===== src/rtl/mem_stage_ctrl.sv =====
`default_nettype none
// ============================================================================
// mem_stage_ctrl : RV32I memory-stage controller (IDLE/BUSY/DONE handshake,
//                  store lane steering, load extraction and extension)
// Revision 1.0
// ============================================================================

package rv32i_types;
   typedef struct packed {
      logic       mem_read;
      logic       mem_write;
      logic [3:0] wmask;
   } MEM_ctrl_t;
endpackage

module mem_stage_ctrl
   import rv32i_types::*;
(
   input  logic        clk,
   input  logic        rst,
   input  logic        valid_i,
   input  MEM_ctrl_t   mem_ctrl_i,
   input  logic [2:0]  funct3_i,
   input  logic [31:0] addr_i,
   input  logic [31:0] store_data_i,
   output logic [31:0] dmem_address_o,
   output logic        dmem_read_o,
   output logic        dmem_write_o,
   output logic [3:0]  dmem_wmask_o,
   output logic [31:0] dmem_wdata_o,
   input  logic [31:0] dmem_rdata_i,
   input  logic        dmem_resp_i,
   output logic [31:0] load_data_o,
   output logic        load_valid_o,
   output logic        stall_o,
   output logic        misaligned_o
);

   typedef enum logic [1:0] {
      IDLE = 2'd0,
      BUSY = 2'd1,
      DONE = 2'd2
   } state_t;

   state_t      state;
   logic [1:0]  off;
   logic        is_byte;
   logic        is_half;
   logic        is_word;
   logic        want_read;
   logic        want_write;
   logic        access;
   logic        misaligned;
   logic        request;
   logic [3:0]  wmask_next;
   logic [31:0] wdata_next;
   logic        lat_read;
   logic [2:0]  lat_funct3;
   logic [1:0]  lat_off;
   logic [7:0]  rbyte;
   logic [15:0] rhalf;
   logic [31:0] load_ext;
   logic        unused_wmask;

   // The decode-stage mask is recomputed here from funct3 and the byte offset.
   assign unused_wmask = ^mem_ctrl_i.wmask;

   always_comb begin
      off        = addr_i[1:0];
      is_byte    = (funct3_i[1:0] == 2'b00);
      is_half    = (funct3_i[1:0] == 2'b01);
      is_word    = funct3_i[1];
      want_read  = mem_ctrl_i.mem_read;
      want_write = mem_ctrl_i.mem_write & ~mem_ctrl_i.mem_read;
      access     = valid_i & (want_read | want_write);
      misaligned = access & ((is_half & off[0]) | (is_word & (off != 2'b00)));
      request    = access & ~misaligned;
      wmask_next = 4'b0000;
      wdata_next = 32'h0;
      if (want_write) begin
         if (is_byte) begin
            wmask_next = 4'b0001 << off;
            wdata_next = {24'h0, store_data_i[7:0]} << {off, 3'b000};
         end else if (is_half) begin
            wmask_next = 4'b0011 << off;
            wdata_next = {16'h0, store_data_i[15:0]} << {off, 3'b000};
         end else begin
            wmask_next = 4'b1111;
            wdata_next = store_data_i;
         end
      end
   end

   always_comb begin
      rbyte = dmem_rdata_i[{lat_off, 3'b000} +: 8];
      rhalf = lat_off[1] ? dmem_rdata_i[31:16] : dmem_rdata_i[15:0];
      case (lat_funct3)
         3'b000:  load_ext = {{24{rbyte[7]}}, rbyte};
         3'b001:  load_ext = {{16{rhalf[15]}}, rhalf};
         3'b100:  load_ext = {24'h0, rbyte};
         3'b101:  load_ext = {16'h0, rhalf};
         default: load_ext = dmem_rdata_i;
      endcase
   end

   assign stall_o      = ~rst & (((state == IDLE) & request) | (state == BUSY));
   assign misaligned_o = ~rst & (state == IDLE) & misaligned;

   always_ff @(posedge clk or posedge rst) begin
      if (rst) begin
         state          <= IDLE;
         dmem_address_o <= 32'h0;
         dmem_read_o    <= 1'b0;
         dmem_write_o   <= 1'b0;
         dmem_wmask_o   <= 4'b0000;
         dmem_wdata_o   <= 32'h0;
         load_data_o    <= 32'h0;
         load_valid_o   <= 1'b0;
         lat_read       <= 1'b0;
         lat_funct3     <= 3'b000;
         lat_off        <= 2'b00;
      end else begin
         load_valid_o <= 1'b0;
         case (state)
            IDLE: begin
               if (request) begin
                  dmem_address_o <= {addr_i[31:2], 2'b00};
                  dmem_read_o    <= want_read;
                  dmem_write_o   <= want_write;
                  dmem_wmask_o   <= wmask_next;
                  dmem_wdata_o   <= wdata_next;
                  lat_read       <= want_read;
                  lat_funct3     <= funct3_i;
                  lat_off        <= off;
                  state          <= BUSY;
               end
            end
            BUSY: begin
               if (dmem_resp_i) begin
                  dmem_read_o  <= 1'b0;
                  dmem_write_o <= 1'b0;
                  if (lat_read) begin
                     load_data_o  <= load_ext;
                     load_valid_o <= 1'b1;
                  end
                  state <= DONE;
               end
            end
            DONE:    state <= IDLE;
            default: state <= IDLE;
         endcase
      end
   end

endmodule
`default_nettype wire


===== config.mk =====
export PLATFORM = sky130hd
export DESIGN_NAME = mem_stage_ctrl
export DESIGN_NICKNAME = d
export VERILOG_FILES = /design/src/rtl/mem_stage_ctrl.sv
export SDC_FILE = /design/constraint.sdc
export NUM_CORES = 1
export LEC_CHECK = 0
export BUFFER_PORTS_ARGS = -buffer_cell sky130_fd_sc_hd__buf_4
export CAP_MARGIN = 20
export CORE_MARGIN = 10
export CORE_UTILIZATION = 44
export DETAILED_ROUTE_END_ITERATION = 6
export PLACE_DENSITY = 0.85
export SLEW_MARGIN = 25
export SYNTH_ARGS = -nofsm -noshare
export SYNTH_HDL_FRONTEND = slang
export SYNTH_SLANG_ARGS = --single-unit

===== constraint.sdc =====
create_clock -name clk -period 3.2 [get_ports clk]
set_input_delay 0.32 -clock clk [delete_from_list [all_inputs] [get_ports clk]]
set_output_delay 0.32 -clock clk [all_outputs]
set_load 0.02 [all_outputs]

==> results of run 1 <==
-- path summary, 6_finish.rpt --
kind	depth (start not counted)	end	from
min in group clk	2	dmem_address_o[31]$_DFFE_PP0P_	addr_i[31]
setup / recovery	5	load_data_o[18]$_DFFE_PP0P_	state[0]$_DFFE_PP0P_
hold reg to reg	2	load_data_o[0]$_DFFE_PP0P_	load_data_o[0]$_DFFE_PP0P_
hold / removal	2	load_data_o[30]$_DFFE_PP0P_	rst
setup reg to reg	5	load_data_o[18]$_DFFE_PP0P_	state[0]$_DFFE_PP0P_
max in group asynchronous	3	dmem_address_o[30]$_DFFE_PP0P_	rst
-- power by group through the flow --
stage | sequential, mW | clock (mW) | combinational [mW]
2_1_floorplan | 2.48 | 0 | 0.736
3_3_place_gp | 2.06 | 0 | 2.06
3_5_place_dp | 2.09 | 0 | 2.11
4_1_cts | 2.06 | 1.18 | 2.12
5_1_grt | 2.12 | 1.23 | 2.25
6_report | 2.07 | 1.16 | 2.10
-- critical path: stages (launching register included) --
cell and delay (ns):
dfrtp_1 0.40, nor2b_1 0.15, nand3_1 0.36, clkinv_1 0.49, nand3_1 0.59, nand3_1 0.19
-- sequential cells by signal (all words and copies together) (netlist names) --
name / count
dmem_address_o: 30
dmem_read_o: 1
dmem_wdata_o: 32
dmem_wmask_o: 4
dmem_write_o: 1
lat_funct3: 3
lat_off: 2
lat_read: 1
load_data_o: 32
load_valid_o: 1
state: 2
-- area by class of cell --
cell class | instances | area [µm²] | area share [%]
Multi-Input combinational cell | 334 | 2260 | 31.7
Inverter | 7 | 31.3 | 0.439
Timing Repair Buffer | 215 | 1620 | 22.7
Clock buffer | 10 | 239 | 3.35
Clock inverter | 6 | 70.1 | 0.983
Sequential cell | 109 | 2730 | 38.3
Tap cell | 143 | 179 | 2.51
-- per-layer routing --
metal  global-route usage (%)  vias up
li1                         -     2164
met1                     21.7     2347
met2                     32.7      237
met3                     7.06       28
met4                     7.29        0
met5                        0        -
-- cells in the mapped netlist (2+ instances only) --
master,n,share of area [%]
o2bb2ai_1,9,1.5
nand2b_1,10,1.2
a211oi_1,2,0.29
inv_1,6,0.43
a22oi_1,23,3.3
a221oi_1,6,1.0
a32oi_1,3,0.50
buf_2,10,0.96
buf_1,3,0.22
ha_1,4,0.96
nand3_1,38,3.6
a32o_1,8,1.5
a311oi_1,7,1.2
dfrtp_1,109,52
and3_1,6,0.72
a21oi_1,10,0.96
buf_6,3,0.65
nor2_1,8,0.58
nor2b_1,11,1.3
o31ai_1,8,1.2
o21ai_0,35,3.4
nand2_1,60,4.3
clkbuf_1,16,1.2
mux2i_1,11,2.1
nand3b_1,7,1.0
buf_4,8,1.2
a22o_1,19,3.2
mux2_2,32,6.9
-- cells by family (layout without fill, tap and decap cells) --
logic type                 Yosys count  count (layout)  share of synthesized area [%]
and+or+nand+nor                    146             146                           13.5
buffers and inverters               47             238                           4.63
other                                1               2                         0.0718
AOI/OAI and AO/OA                  138             138                           19.3
adders and majority gates            4               4                          0.959
muxes                               44              44                           9.30
DFF                                109             109                           52.3
-- per-stage QoR --
stage                     instance area, µm²  utilization [%]  hold WS [ns]
after floorplan                         5220                -         0.430
after CTS                               7110             61.7         0.189
after global placement                  6800             59.1         0.460
after global routing                    7120             61.9         0.191
final                                   7120             61.9         0.139
after detailed placement                6800             59.1         0.472
==> results.py, run 1 <==
metrics = {
    "global_routing": {
        "antenna_found_initial": 0,
        "grt_max_degree": 88,
        "grt_pass1_vias": 4886,
        "grtUsageTotal_pct": 19.2,
        "grt_overflow_total": 0,
        "grt_pass1_wl_um": 25600,
    },
    "timing": {
        "slew-limit-headroom_pct": 33.6,
        "min_period_over_period_pct": 73.3,
        "tns_ns": 0,
        "finClkSkew_ns": 0.0137,
        "finalMaxSlewViolations": 0,
        "worst_pin_slew_ns": 0.995,
        "hold_violations": 0,
        "timing.fmax_mhz": 426,
        "rsz0062_at_grt": "false",
        "min_period_ns": 2.34,
        "setup_ws_ns": 0.855,
        "setup_viol": 0,
    },
    "pwr": {
        "switchingPower_mw": 1.98,
        "powerDensity_mw_per_mm2": 748,
        "power_frac_comb_pct": 39.4,
        "internal_power_mw": 3.35,
        "clockPowerShare_pct": 21.8,
        "swShare_pct": 37.1,
        "pwr-share-seq_pct": 38.8,
        "p_leak_nw": 3.47,
        "vdd.ir_drop.worst_uv": 311,
        "finalPower_mw": 5.33,
    },
    "place": {
        "place_inst": 807,
        "dp_slack_ns": 0.850,
        "place_hpwl_um": 12500,
        "place.gp.congestion": 0.871,
        "io_buffers": 207,
    },
    "yosys": {
        "syn_area_per_cell_um2": 10.7,
        "synth_seq_area_share_pct": 52.3,
        "synth-async-reset-ratio_pct": 100,
        "synth_cells": 489,
        "ys_types": 45,
        "ys.flop_type": "dfrtp_1",
        "ys.warnings.count": 0,
        "synth_edf_count": 0,
        "synth_area_mm2": 0.00522,
        "ys_ff_latch": 109,
    },
    "layout": {
        "fin_cells": 824,
        "nets": 789,
        "final_common_cell": "buf_4",
        "antennaDiodeCount": 0,
        "n_fill_cell": 911,
        "syn2layout_area_growth_pct": 36.5,
        "drive_above_1_share_pct": 39.5,
        "final_cell_mix": "buf_4, dfrtp_1, nand2_1",
    },
    "worst_hold_path": {
        "hold_path_class": "in -> async",
    },
    "clock_tree": {
        "clockBufferDepth": 2,
        "cts_tree": "yes",
        "tritoncts.num_buffers": 9,
        "htreeDepth": 3,
        "cts_resized": 0,
        "clk_latency_ns": 0.35,
        "clock-sinks": 109,
        "path_clk_slew_ns": 0.08,
        "clock-root-buffer": "clkbuf_16",
        "cts_setup_buffers": 0,
        "cts_hold_repair.buffers": 0,
    },
    "worst_setup_path": {
        "required_ns": 3.39,
        "start_kind": "flip-flop",
        "worst_ep_arrival_time_ns": 2.53,
        "end_kind": "flip-flop",
        "cp_max_fo": 16,
        "r2r_slack_ns": 0.86,
        "path_class": "reg -> reg",
    },
    "drt": {
        "drt_iter0_drc": 511,
        "m1WireLength_um": 6260,
        "wl_per_cell_um": 20.3,
        "via_per_inst": 5.80,
        "vias": 4776,
        "dr_wl_met3_um": 1750,
        "wl_met2_um": 8340,
        "drt_wl_total_um": 16700,
        "drtAntennaViolNets": 0,
        "top_layer_used": "met4",
        "drc": 0,
        "firstDrtPassIters": 5,
    },
    "floorplanning": {
        "row_count": 39,
        "dieArea_mm2": 0.0166,
        "start_util_pct": 45.3,
        "die-height_um": 129,
        "core-area_mm2": 0.0115,
        "design.portCount": 214,
        "dieWidth_um": 129,
    },
    "outcome": {
        "status": "finished, final reports clean",
    },
    "job": {
        "drv_cap": 0,
    },
}
Power figures use the tool's default switching activity.
==> run 2: changes to the inputs <==
- ABC_AREA: unset -> 1
- CORE_UTILIZATION: 44 -> 50
- PLACE_DENSITY: 0.85 -> 0.88
- clock period: 3.2 -> 2.2 ns (I/O delays scaled with it)
==> run 2 against run 1 <==
  * Clock power rose by 34%
  * Worst setup slack worse by 0.56 ns
  * Area after synthesis increased by 14%
  * Sequential cell count unchanged
==> results.py, run 2 <==
metrics = {
    "outcome": {
        "status": "finished, final reports clean",
    },
    "pwr": {
        "vdd.ir_drop.worst_uv": 544,
        "p_leak_nw": 4.60,
        "powerDensity_mw_per_mm2": 1000,
    },
    "global_routing": {
        "grt_pass1_vias": 5936,
        "grt_max_degree": 59,
        "grtUsageTotal_pct": 21.2,
        "grt_overflow_total": 0,
        "antenna_found_initial": 0,
        "grt_pass1_wl_um": 29000,
    },
    "worst_setup_path": {
        "path_class": "reg -> out",
        "end_kind": "primary output",
        "required_ns": 1.98,
        "cp_max_fo": 19,
        "start_kind": "flip-flop",
        "worst_ep_arrival_time_ns": 1.68,
    },
    "clock_tree": {
        "clk_latency_ns": 0.34,
        "cts_tree": "yes",
        "clockBufferDepth": 2,
        "tritoncts.num_buffers": 9,
        "htreeDepth": 3,
        "cts_hold_repair.buffers": 0,
        "cts_setup_buffers": 0,
        "clock-sinks": 109,
        "clock-root-buffer": "clkbuf_16",
        "cts_resized": 0,
        "path_clk_slew_ns": 0.08,
    },
    "drt": {
        "wl_met2_um": 8700,
        "top_layer_used": "met4",
        "firstDrtPassIters": 5,
        "via_per_inst": 5.13,
        "drt_iter0_drc": 617,
        "dr_wl_met3_um": 1890,
        "drt_wl_total_um": 18100,
        "drc": 0,
        "m1WireLength_um": 7260,
        "wl_per_cell_um": 15.2,
        "drtAntennaViolNets": 0,
        "vias": 6074,
    },
    "floorplanning": {
        "start_util_pct": 51.5,
        "dieArea_mm2": 0.0167,
        "design.portCount": 214,
        "dieWidth_um": 129,
        "row_count": 39,
        "core-area_mm2": 0.0116,
        "die-height_um": 129,
    },
    "yosys": {
        "synth_area_leaders": "dfrtp_1, nand2_1, nand3_1, inv_1, o21ai_0",
        "ys_ff_latch": 109,
        "synth_area_mm2": 0.00596,
        "synth_top_area_cell": "dfrtp_1",
        "synth_edf_count": 0,
        "yosys-top-cells-count": "nand2_1, dfrtp_1, inv_1, nand3_1, o21ai_0",
        "yosysTopAreaCellShare_pct": 45.8,
        "ys.flop_type": "dfrtp_1",
        "synth-async-reset-ratio_pct": 100,
        "synth_cells": 849,
        "synth.most_common_cell": "nand2_1",
        "synth_seq_area_share_pct": 45.8,
        "ys_types": 29,
        "ys.warnings.count": 0,
        "syn_area_per_cell_um2": 7.02,
    },
    "timing": {
        "worst_pin_slew_ns": 0.735,
        "min_period_ns": 1.90,
        "tns_ns": 0,
        "timing.fmax_mhz": 526,
        "finClkSkew_ns": 0.00672,
        "hold_violations": 0,
        "rsz0062_at_grt": "false",
        "setup_ws_ns": 0.299,
        "slew-limit-headroom_pct": 51.0,
        "finalMaxSlewViolations": 0,
        "setup_viol": 0,
        "min_period_over_period_pct": 86.4,
    },
    "job": {
        "drv_cap": 0,
    },
    "layout": {
        "final_common_cell": "nand2_1",
        "multi_input_area_mm2": 0.00267,
        "top_regs": "dmem_wdata_o x32, load_data_o x32, dmem_address_o x30",
        "drive_above_1_share_pct": 26.2,
        "antennaDiodeCount": 0,
        "final_cell_mix": "nand2_1, buf_4, dfrtp_1",
        "nets": 1151,
        "n_fill_cell": 979,
        "register_area_mm2": 0.00273,
        "syn2layout_area_growth_pct": 31.7,
    },
    "place": {
        "dp_slack_ns": 0.420,
        "place_hpwl_um": 13700,
        "io_buffers": 207,
        "place.gp.congestion": 0.897,
    },
    "worst_hold_path": {
        "hold_path_class": "in -> reg",
    },
}
-- run 2: path summary, 6_finish.rpt --
check	from	depth (start not counted)	slack, ns	to
worst max-delay path	state[0]$_DFFE_PP0P_	6	0.30	stall_o
worst min-delay path	addr_i[12]	3	0.06	dmem_address_o[12]$_DFFE_PP0P_
worst max register to register	state[0]$_DFFE_PP0P_	7	0.46	dmem_read_o$_DFFE_PP0P_
min in group asynchronous	rst	3	0.08	dmem_address_o[2]$_DFFE_PP0P_
worst min register to register	dmem_wmask_o[0]$_DFFE_PP0P_	2	0.48	dmem_wmask_o[0]$_DFFE_PP0P_
max in group asynchronous	rst	3	1.59	load_data_o[9]$_DFFE_PP0P_
-- run 2: cells by family after synthesis --
kind of cell | count (synthesis) | share of synthesized area, %
compound gates | 83 | 7.03
fa+ha+maj | 4 | 0.840
buf+inv | 124 | 9.41
flops | 109 | 45.8
other cells | 1 | 0.0629
simple gates | 528 | 36.9
-- run 2: worst max-delay path, cell delays in order, from the launching register on --
cell and delay (ns):
dfrtp_1 0.41, inv_1 0.08, nand3_1 0.12, nor2_2 0.23, nand2_8 0.16, a21oi_1 0.17, buf_4 0.16
-- run 2: power breakdown --
part           internal [mW]  switching (mW)  leakage, nW  total, mW
Combinational           1.37            2.01         3.08       3.38
Clock                  0.785           0.772        0.137       1.56
Sequential              2.58           0.360         1.39       2.94
-- run 2: final cells by class --
cell class / instances / share of cell area, %
clock buffers: 10 / 2.92
inverters: 80 / 3.95
flip-flops and latches: 109 / 34.8
clock inverters: 5 / 0.574
multi-input cells: 617 / 34.1
well taps: 143 / 2.28
repair buffers: 221 / 21.5
-- run 2: layer usage --
metal | track usage (%) | vias up
met2 | 35.4 | 265
met3 | 7.91 | 21
li1 | - | 2992
met1 | 25.2 | 2796
met4 | 6.09 | 0
met5 | 0 | -
-- run 2: through the flow --
step                      hold slack [ns]  util, %  cell area [µm²]  std cells  total power, mW
final                              0.0616     67.9             7850       1185             7.87
after global routing               0.0595     67.9             7850       1185             8.38
after CTS                          0.0513     67.9             7850       1185             7.93
after detailed placement            0.417     65.5             7570       1170             6.37
after global placement              0.414     65.5             7570       1170             6.28
after floorplan                     0.330        -             5970        850             4.94
